**config.mk**
```make
export PLATFORM = sky130hd
export DESIGN_NAME = fp_norm_round_flat
export DESIGN_NICKNAME = d
export VERILOG_FILES = /design/src/rtl/fp_norm_round_if.sv /design/src/rtl/fp_norm_round.sv /design/src/flat_wrapper.sv
export SDC_FILE = /design/constraint.sdc
export NUM_CORES = 1
export LEC_CHECK = 0
export CAP_MARGIN = 20
export CORE_AREA = 2 2 91 93
export DETAILED_ROUTE_END_ITERATION = 8
export DIE_AREA = 0 0 93 95
export PLACE_DENSITY = 0.95
export SYNTH_ARGS = -nofsm -noshare
export SYNTH_HDL_FRONTEND = slang
export SYNTH_SLANG_ARGS = --single-unit
export TNS_END_PERCENT = 10
```
**constraint.sdc**
```tcl
create_clock -name clk -period 3.8 [get_ports clk]
set_input_delay 0.76 -clock clk [delete_from_list [all_inputs] [get_ports clk]]
set_output_delay 0.76 -clock clk [all_outputs]
set_load 0.01 [all_outputs]
```
**src/rtl/fp_norm_round_if.sv**
```systemverilog
// Valid/ready bus for the binary32 post-normalization and rounding stage.
// The master drives the beat and out_ready; the slave (the pipeline) drives the rest.
interface fp_norm_round_if;
  logic        in_valid;
  logic        in_ready;
  logic        sign_in;
  logic [9:0]  exp_in;
  logic [24:0] mant_in;
  logic        guard_in;
  logic        sticky_in;
  logic [4:0]  lzc_in;
  logic        zero_in;
  logic        out_valid;
  logic        out_ready;
  logic [31:0] result;
  logic        ovf;
  logic        unf;
  logic        zero;

  modport master (
    output in_valid, sign_in, exp_in, mant_in, guard_in, sticky_in, lzc_in, zero_in,
    output out_ready,
    input  in_ready, out_valid, result, ovf, unf, zero
  );

  modport slave (
    input  in_valid, sign_in, exp_in, mant_in, guard_in, sticky_in, lzc_in, zero_in,
    input  out_ready,
    output in_ready, out_valid, result, ovf, unf, zero
  );
endinterface

```
**src/rtl/fp_norm_round.sv**
```systemverilog
// Two-stage normalize / round-and-pack pipeline for the binary32 multiplier.
// Define FP_NORM_ROUND_EN for round-to-nearest-even; otherwise the mantissa is truncated.
module fp_norm_round (
  input  logic            clk,
  input  logic            rst_n,
  fp_norm_round_if.slave  bus
);

  typedef struct packed {
    logic        sign;
    logic [23:0] m;
    logic        g;
    logic        s;
    logic [10:0] e;
    logic        zero;
  } s1_t;

  typedef struct packed {
    logic [31:0] result;
    logic        ovf;
    logic        unf;
    logic        zero;
  } s2_t;

  logic               s1_valid_q, s1_valid_d;
  logic               s2_valid_q, s2_valid_d;
  s1_t                s1_q, s1_d, s1_new;
  s2_t                s2_q, s2_d, s2_new;
  logic               s1_ready, s2_ready;
  logic [25:0]        norm_w;
  logic [22:0]        mant_f;
  logic signed [10:0] ef;
  logic               unused_bits;

  assign s2_ready     = ~s2_valid_q | bus.out_ready;
  assign s1_ready     = ~s1_valid_q | s2_ready;
  assign bus.in_ready = s1_ready;

  always_comb begin : normalize
    norm_w        = {bus.mant_in, bus.guard_in} << bus.lzc_in;
    s1_new.sign   = bus.sign_in;
    s1_new.m      = norm_w[25:2];
    s1_new.g      = norm_w[1];
    s1_new.s      = norm_w[0] | bus.sticky_in;
    s1_new.e      = {bus.exp_in[9], bus.exp_in} + 11'd1 - {6'd0, bus.lzc_in};
    s1_new.zero   = bus.zero_in;
  end

`ifdef FP_NORM_ROUND_EN
  logic        inc;
  logic [24:0] mr;

  always_comb begin : round_rne
    inc    = s1_q.g & (s1_q.s | s1_q.m[0]);
    mr     = {1'b0, s1_q.m} + {24'd0, inc};
    mant_f = mr[22:0];
    ef     = $signed(s1_q.e);
    // A carry out of the mantissa renormalizes to 1.0 with the exponent bumped.
    if (mr[24]) begin
      mant_f = 23'd0;
      ef     = $signed(s1_q.e) + 11'sd1;
    end
  end

  assign unused_bits = mr[23];
`else
  always_comb begin : round_trunc
    mant_f = s1_q.m[22:0];
    ef     = $signed(s1_q.e);
  end

  assign unused_bits = ^{s1_q.g, s1_q.s, s1_q.m[23]};
`endif

  always_comb begin : pack
    s2_new        = '0;
    s2_new.result = {s1_q.sign, 31'd0};
    if (s1_q.zero) begin
      s2_new.zero = 1'b1;
    end else if (ef >= 11'sd255) begin
      s2_new.result = {s1_q.sign, 8'hFF, 23'd0};
      s2_new.ovf    = 1'b1;
    end else if (ef <= 11'sd0) begin
      s2_new.unf    = 1'b1;
    end else begin
      s2_new.result = {s1_q.sign, ef[7:0], mant_f};
    end
  end

  // NOTE: every signal written here gets a default first so no path can infer a latch.
  always_comb begin : next_state
    s1_valid_d = s1_valid_q;
    s1_d       = s1_q;
    s2_valid_d = s2_valid_q;
    s2_d       = s2_q;
    if (s1_ready) begin
      s1_valid_d = bus.in_valid;
      if (bus.in_valid) s1_d = s1_new;
    end
    if (s2_ready) begin
      s2_valid_d = s1_valid_q;
      if (s1_valid_q) s2_d = s2_new;
    end
  end

  // NOTE: payload registers are reset too, because result and flags must read 0 out of reset.
  always_ff @(posedge clk or negedge rst_n) begin
    if (!rst_n) begin
      s1_valid_q <= 1'b0;
      s2_valid_q <= 1'b0;
      s1_q       <= '0;
      s2_q       <= '0;
    end else begin
      // NOTE: non-blocking assignments so every flop samples pre-edge values.
      s1_valid_q <= s1_valid_d;
      s2_valid_q <= s2_valid_d;
      s1_q       <= s1_d;
      s2_q       <= s2_d;
    end
  end

  assign bus.out_valid = s2_valid_q;
  assign bus.result    = s2_q.result;
  assign bus.ovf       = s2_q.ovf;
  assign bus.unf       = s2_q.unf;
  assign bus.zero      = s2_q.zero;

endmodule
```
**src/flat_wrapper.sv**
```systemverilog
// flat-port wrapper written by rule: the top's interface ports become plain ports
module fp_norm_round_flat 
  (clk, rst_n, bus_in_valid, bus_sign_in, bus_exp_in, bus_mant_in, bus_guard_in, bus_sticky_in, bus_lzc_in, bus_zero_in, bus_out_ready, bus_in_ready, bus_out_valid, bus_result, bus_ovf, bus_unf, bus_zero);
  fp_norm_round_if bus_i ();
  input  logic clk;
  input  logic rst_n;
  input wire logic [$bits(bus_i.in_valid)-1:0] bus_in_valid;
  input wire logic [$bits(bus_i.sign_in)-1:0] bus_sign_in;
  input wire logic [$bits(bus_i.exp_in)-1:0] bus_exp_in;
  input wire logic [$bits(bus_i.mant_in)-1:0] bus_mant_in;
  input wire logic [$bits(bus_i.guard_in)-1:0] bus_guard_in;
  input wire logic [$bits(bus_i.sticky_in)-1:0] bus_sticky_in;
  input wire logic [$bits(bus_i.lzc_in)-1:0] bus_lzc_in;
  input wire logic [$bits(bus_i.zero_in)-1:0] bus_zero_in;
  input wire logic [$bits(bus_i.out_ready)-1:0] bus_out_ready;
  output wire logic [$bits(bus_i.in_ready)-1:0] bus_in_ready;
  output wire logic [$bits(bus_i.out_valid)-1:0] bus_out_valid;
  output wire logic [$bits(bus_i.result)-1:0] bus_result;
  output wire logic [$bits(bus_i.ovf)-1:0] bus_ovf;
  output wire logic [$bits(bus_i.unf)-1:0] bus_unf;
  output wire logic [$bits(bus_i.zero)-1:0] bus_zero;
  assign bus_i.in_valid = bus_in_valid;
  assign bus_i.sign_in = bus_sign_in;
  assign bus_i.exp_in = bus_exp_in;
  assign bus_i.mant_in = bus_mant_in;
  assign bus_i.guard_in = bus_guard_in;
  assign bus_i.sticky_in = bus_sticky_in;
  assign bus_i.lzc_in = bus_lzc_in;
  assign bus_i.zero_in = bus_zero_in;
  assign bus_i.out_ready = bus_out_ready;
  assign bus_in_ready = bus_i.in_ready;
  assign bus_out_valid = bus_i.out_valid;
  assign bus_result = bus_i.result;
  assign bus_ovf = bus_i.ovf;
  assign bus_unf = bus_i.unf;
  assign bus_zero = bus_i.zero;
  fp_norm_round u_core (.clk(clk), .rst_n(rst_n), .bus(bus_i));
endmodule
```
==> impl_metrics.json <==
{
  "status": "complete, no violations",
  "postPlaceCellArea_mm2": 0.005141,
  "vias": 3605,
  "p_per_area_mw_per_mm2": 422.8,
  "final_area_mm2": 0.005376,
  "slew_viol_final": 0,
  "grt_max_degree": 58,
  "p_seq_frac": 0.430,
  "dp_hpwl_um": 7753,
  "core-area_mm2": 0.007928,
  "yosys_register_bits": 73,
  "synth.cell_area_mm2": 0.004239,
  "reg2reg_depth": 5,
  "yosysWarnings": 0,
  "endpoint": "u_core.ef[9]$_DFFE_PN0P_",
  "synthSimpleGateAreaFrac": 0.1237,
  "p_sw_frac": 0.2864,
  "routed_via_density": 6.173,
  "cpPeakStageDelay_ns": 0.43,
  "antenna_found_initial": 0,
  "dp_cells": 568,
  "comb_power_share": 0.256,
  "path_cells": "clkdlybuf4s50_1 > inv_2 > ha_1 > ha_1 > inv_1 > fa_1 > nor2b_1 > o31a_1 > o211ai_1 > a2111oi_0 > nand3b_1",
  "ant_nets": 0,
  "ys_types": 57,
  "relSlewSlack": 0.4659,
  "cp.required_ns": 4.08,
  "min_period_over_period": 0.8001,
  "cts_max_level": 3,
  "syn_inst": 394,
  "io_buffers": 82,
  "cp_max_fo": 9,
  "regToRegSetupSlack_ns": 1.62,
  "drv_cap": 0,
  "setup_viol": 0,
  "synth_fp_nets": 457,
  "gr-usage-all-layers": 0.2460,
  "synthArstFlopShare": 1.000,
  "clkPwrFrac": 0.313,
  "leakagePower_nw": 2.447,
  "synth_seq_area_share": 0.4309,
  "postCtsResizedCells": 0,
  "finalNetCount": 537,
  "synth_compound_area_frac": 0.1830,
  "cts_root_buffer": "clkbuf_8",
  "postCtsSetupRepairBufs": 0,
  "die_w_um": 93,
  "ios": 85,
  "slowest_stage": "clkdlybuf4s50_1",
  "switching_power_mw": 0.6510,
  "drt_iter0_drc": 331,
  "reg2reg_to": "u_core.bus.result[1]$_DFFE_PN0P_",
  "wl_per_cell_um": 18.17,
  "crit_start": "bus_lzc_in[0]",
  "fmax_mhz": 328.9,
  "cts_tree": "yes",
  "layout_commonest_cell": "clkdlybuf4s50_1",
  "drive_gt1_frac": 0.09812,
  "rows": 33,
  "synthFlopType": "dfrtp_1",
  "area.growth.synth_to_final_pct": 26.83,
  "hold_viol": 0,
  "clock_sinks": 73,
  "r2r_start": "u_core.ef[10]$_DFFE_PN0P_",
  "clock_path_buffers": 2,
  "gp_congestion": 0.9084,
  "rsz0062_at_grt": "no",
  "synth_top_family_by_area": "compound AO/OA/AOI/OAI gates",
  "die-area_mm2": 0.008835,
  "grt_pass1_vias": 3489,
  "ctsHoldBuffers": 0,
  "yosys.area_share.adder": 0.04604,
  "internal_power_mw": 1.622,
  "synth-edff-count": 0,
  "tightest_slew_ns": 0.7991,
  "worst_hold_path_type": "input port to asynchronous set/reset pin",
  "grt.overflow.total": 0,
  "peakVddDrop_mv": 0.2209,
  "period_minus_slack_ns": 3.040,
  "fin_cells": 584,
  "drc": 0,
  "n_antenna_cell": 0,
  "tns_ns": 0,
  "die_h_um": 95,
  "clkTransAtPathRegs_ns": 0.07,
  "firstDrtPassIters": 6,
  "synth.avg_cell_area_um2": 10.76,
  "cp.arrival_ns": 3.32,
  "worst_setup_path_end_kind": "register",
  "yosys.area_share.xor_xnor": 0.008264,
  "numCtsBuffers": 9,
  "startpoint_type": "input port",
  "routed_wl_um": 10610,
  "criticalPathCategory": "input port to register",
  "insertion_delay_ns": 0.34,
  "grt_pass1_wl_um": 16930,
  "clock_skew_ns": 0.006544,
  "path_common_cell": "ha_1",
  "initial_core_util": 0.5347,
  "synthMuxAreaShare": 0.1612,
  "layout_common_cells": "clkdlybuf4s50_1, dfrtp_1, nand2_1"
}
registers in the layout (all words and copies together), names as in the netlist:
register,flops
u_core.bus.unf,1
u_core.mant_f,23
u_core.bus.zero,1
u_core.bus.result,32
u_core.bus.out_valid,1
u_core.bus.ovf,1
u_core.s1_valid_q,1
u_core.ef,11
u_core.s1_q,2
metrics by stage:
step | total power [mW] | utilization | setup slack (ns) | hold slack, ns
global placement | 1.530 | 0.6485 | 0.6006 | 0.4551
finish | 2.273 | 0.6782 | 0.7596 | 0.3242
global route | 2.361 | 0.6782 | 0.5108 | 0.3497
floorplan | 1.293 | - | 0.8313 | 0.4417
detailed placement | 1.561 | 0.6485 | 0.4476 | 0.4713
CTS | 2.268 | 0.6782 | 0.7962 | 0.3324
Yosys cell counts (4+ instances only):
| master | number | share of area |
|---|---|---|
| buf_1 | 4 | 0.0035 |
| a22o_1 | 23 | 0.048 |
| o21ai_0 | 18 | 0.021 |
| nand2_1 | 51 | 0.045 |
| a32o_1 | 4 | 0.0094 |
| dfrtp_1 | 73 | 0.43 |
| nand2b_1 | 4 | 0.0059 |
| mux2_2 | 7 | 0.019 |
| clkbuf_1 | 10 | 0.0089 |
| o22ai_1 | 4 | 0.0059 |
| inv_1 | 17 | 0.015 |
| buf_6 | 4 | 0.011 |
| ha_1 | 14 | 0.041 |
| mux4_2 | 5 | 0.027 |
| a221o_1 | 10 | 0.024 |
| mux4_1 | 5 | 0.031 |
| a21oi_1 | 10 | 0.012 |
| buf_2 | 6 | 0.0071 |
| mux2i_1 | 36 | 0.085 |
| nor2_1 | 12 | 0.011 |
| nand3_1 | 5 | 0.0059 |
| nor3_1 | 7 | 0.0083 |
layout make-up:
class,instances,area [µm²]
Timing Repair Buffer,93,898.4
Sequential cell,73,1827
Inverter,19,71.32
Fill cell,578,2551
Clock buffer,11,131.4
Tap cell,105,131.4
Clock inverter,5,103.9
Multi-Input combinational cell,278,2213
critical path: cells and delay by family:
kind	cells	cell delay, ns
buf+inv	3	0.69
simple gates	2	0.36
fa+ha+maj	3	0.76
compound gates	3	0.76
cell families after synthesis:
family,after synthesis
buf+inv,43
compound gates,102
simple gates,104
mux,53
fa+ha+maj,15
flops,73
xor+xnor,4
per-layer routing:
metal,vias up,global-route usage,part of all wire,wire length [µm]
met1,1744,0.3246,0.43,4554
met4,0,0.1054,0.029,307
li1,1645,-,-,-
met2,183,0.4058,0.48,5044
met3,33,0.03990,0.066,705
met5,-,0,0,0
worst min-delay path by stage:
stage	startpoint	end	slack, ns	cells after the start
after floorplan	u_core.s1_q[38]$_DFFE_PN0P_	u_core.s1_q[38]$_DFFE_PN0P_	0.44	2
after global routing	rst_n	u_core.bus.result[28]$_DFFE_PN0P_	0.35	1
after detailed placement	u_core.mant_f[11]$_DFFE_PN0P_	u_core.mant_f[11]$_DFFE_PN0P_	0.47	1
after global placement	u_core.s1_q[38]$_DFFE_PN0P_	u_core.s1_q[38]$_DFFE_PN0P_	0.46	2
after CTS	rst_n	u_core.bus.result[28]$_DFFE_PN0P_	0.33	1
final	rst_n	u_core.bus.result[28]$_DFFE_PN0P_	0.32	1
power groups by stage:
stage | Sequential [mW] | Clock [mW] | Combinational [mW]
after CTS | 0.976 | 0.715 | 0.578
after global routing | 0.989 | 0.744 | 0.628
after floorplan | 0.985 | 0 | 0.308
after detailed placement | 0.988 | 0 | 0.573
final | 0.978 | 0.713 | 0.583
after global placement | 0.981 | 0 | 0.549
Note: power is estimated with default switching activity, not from simulation.
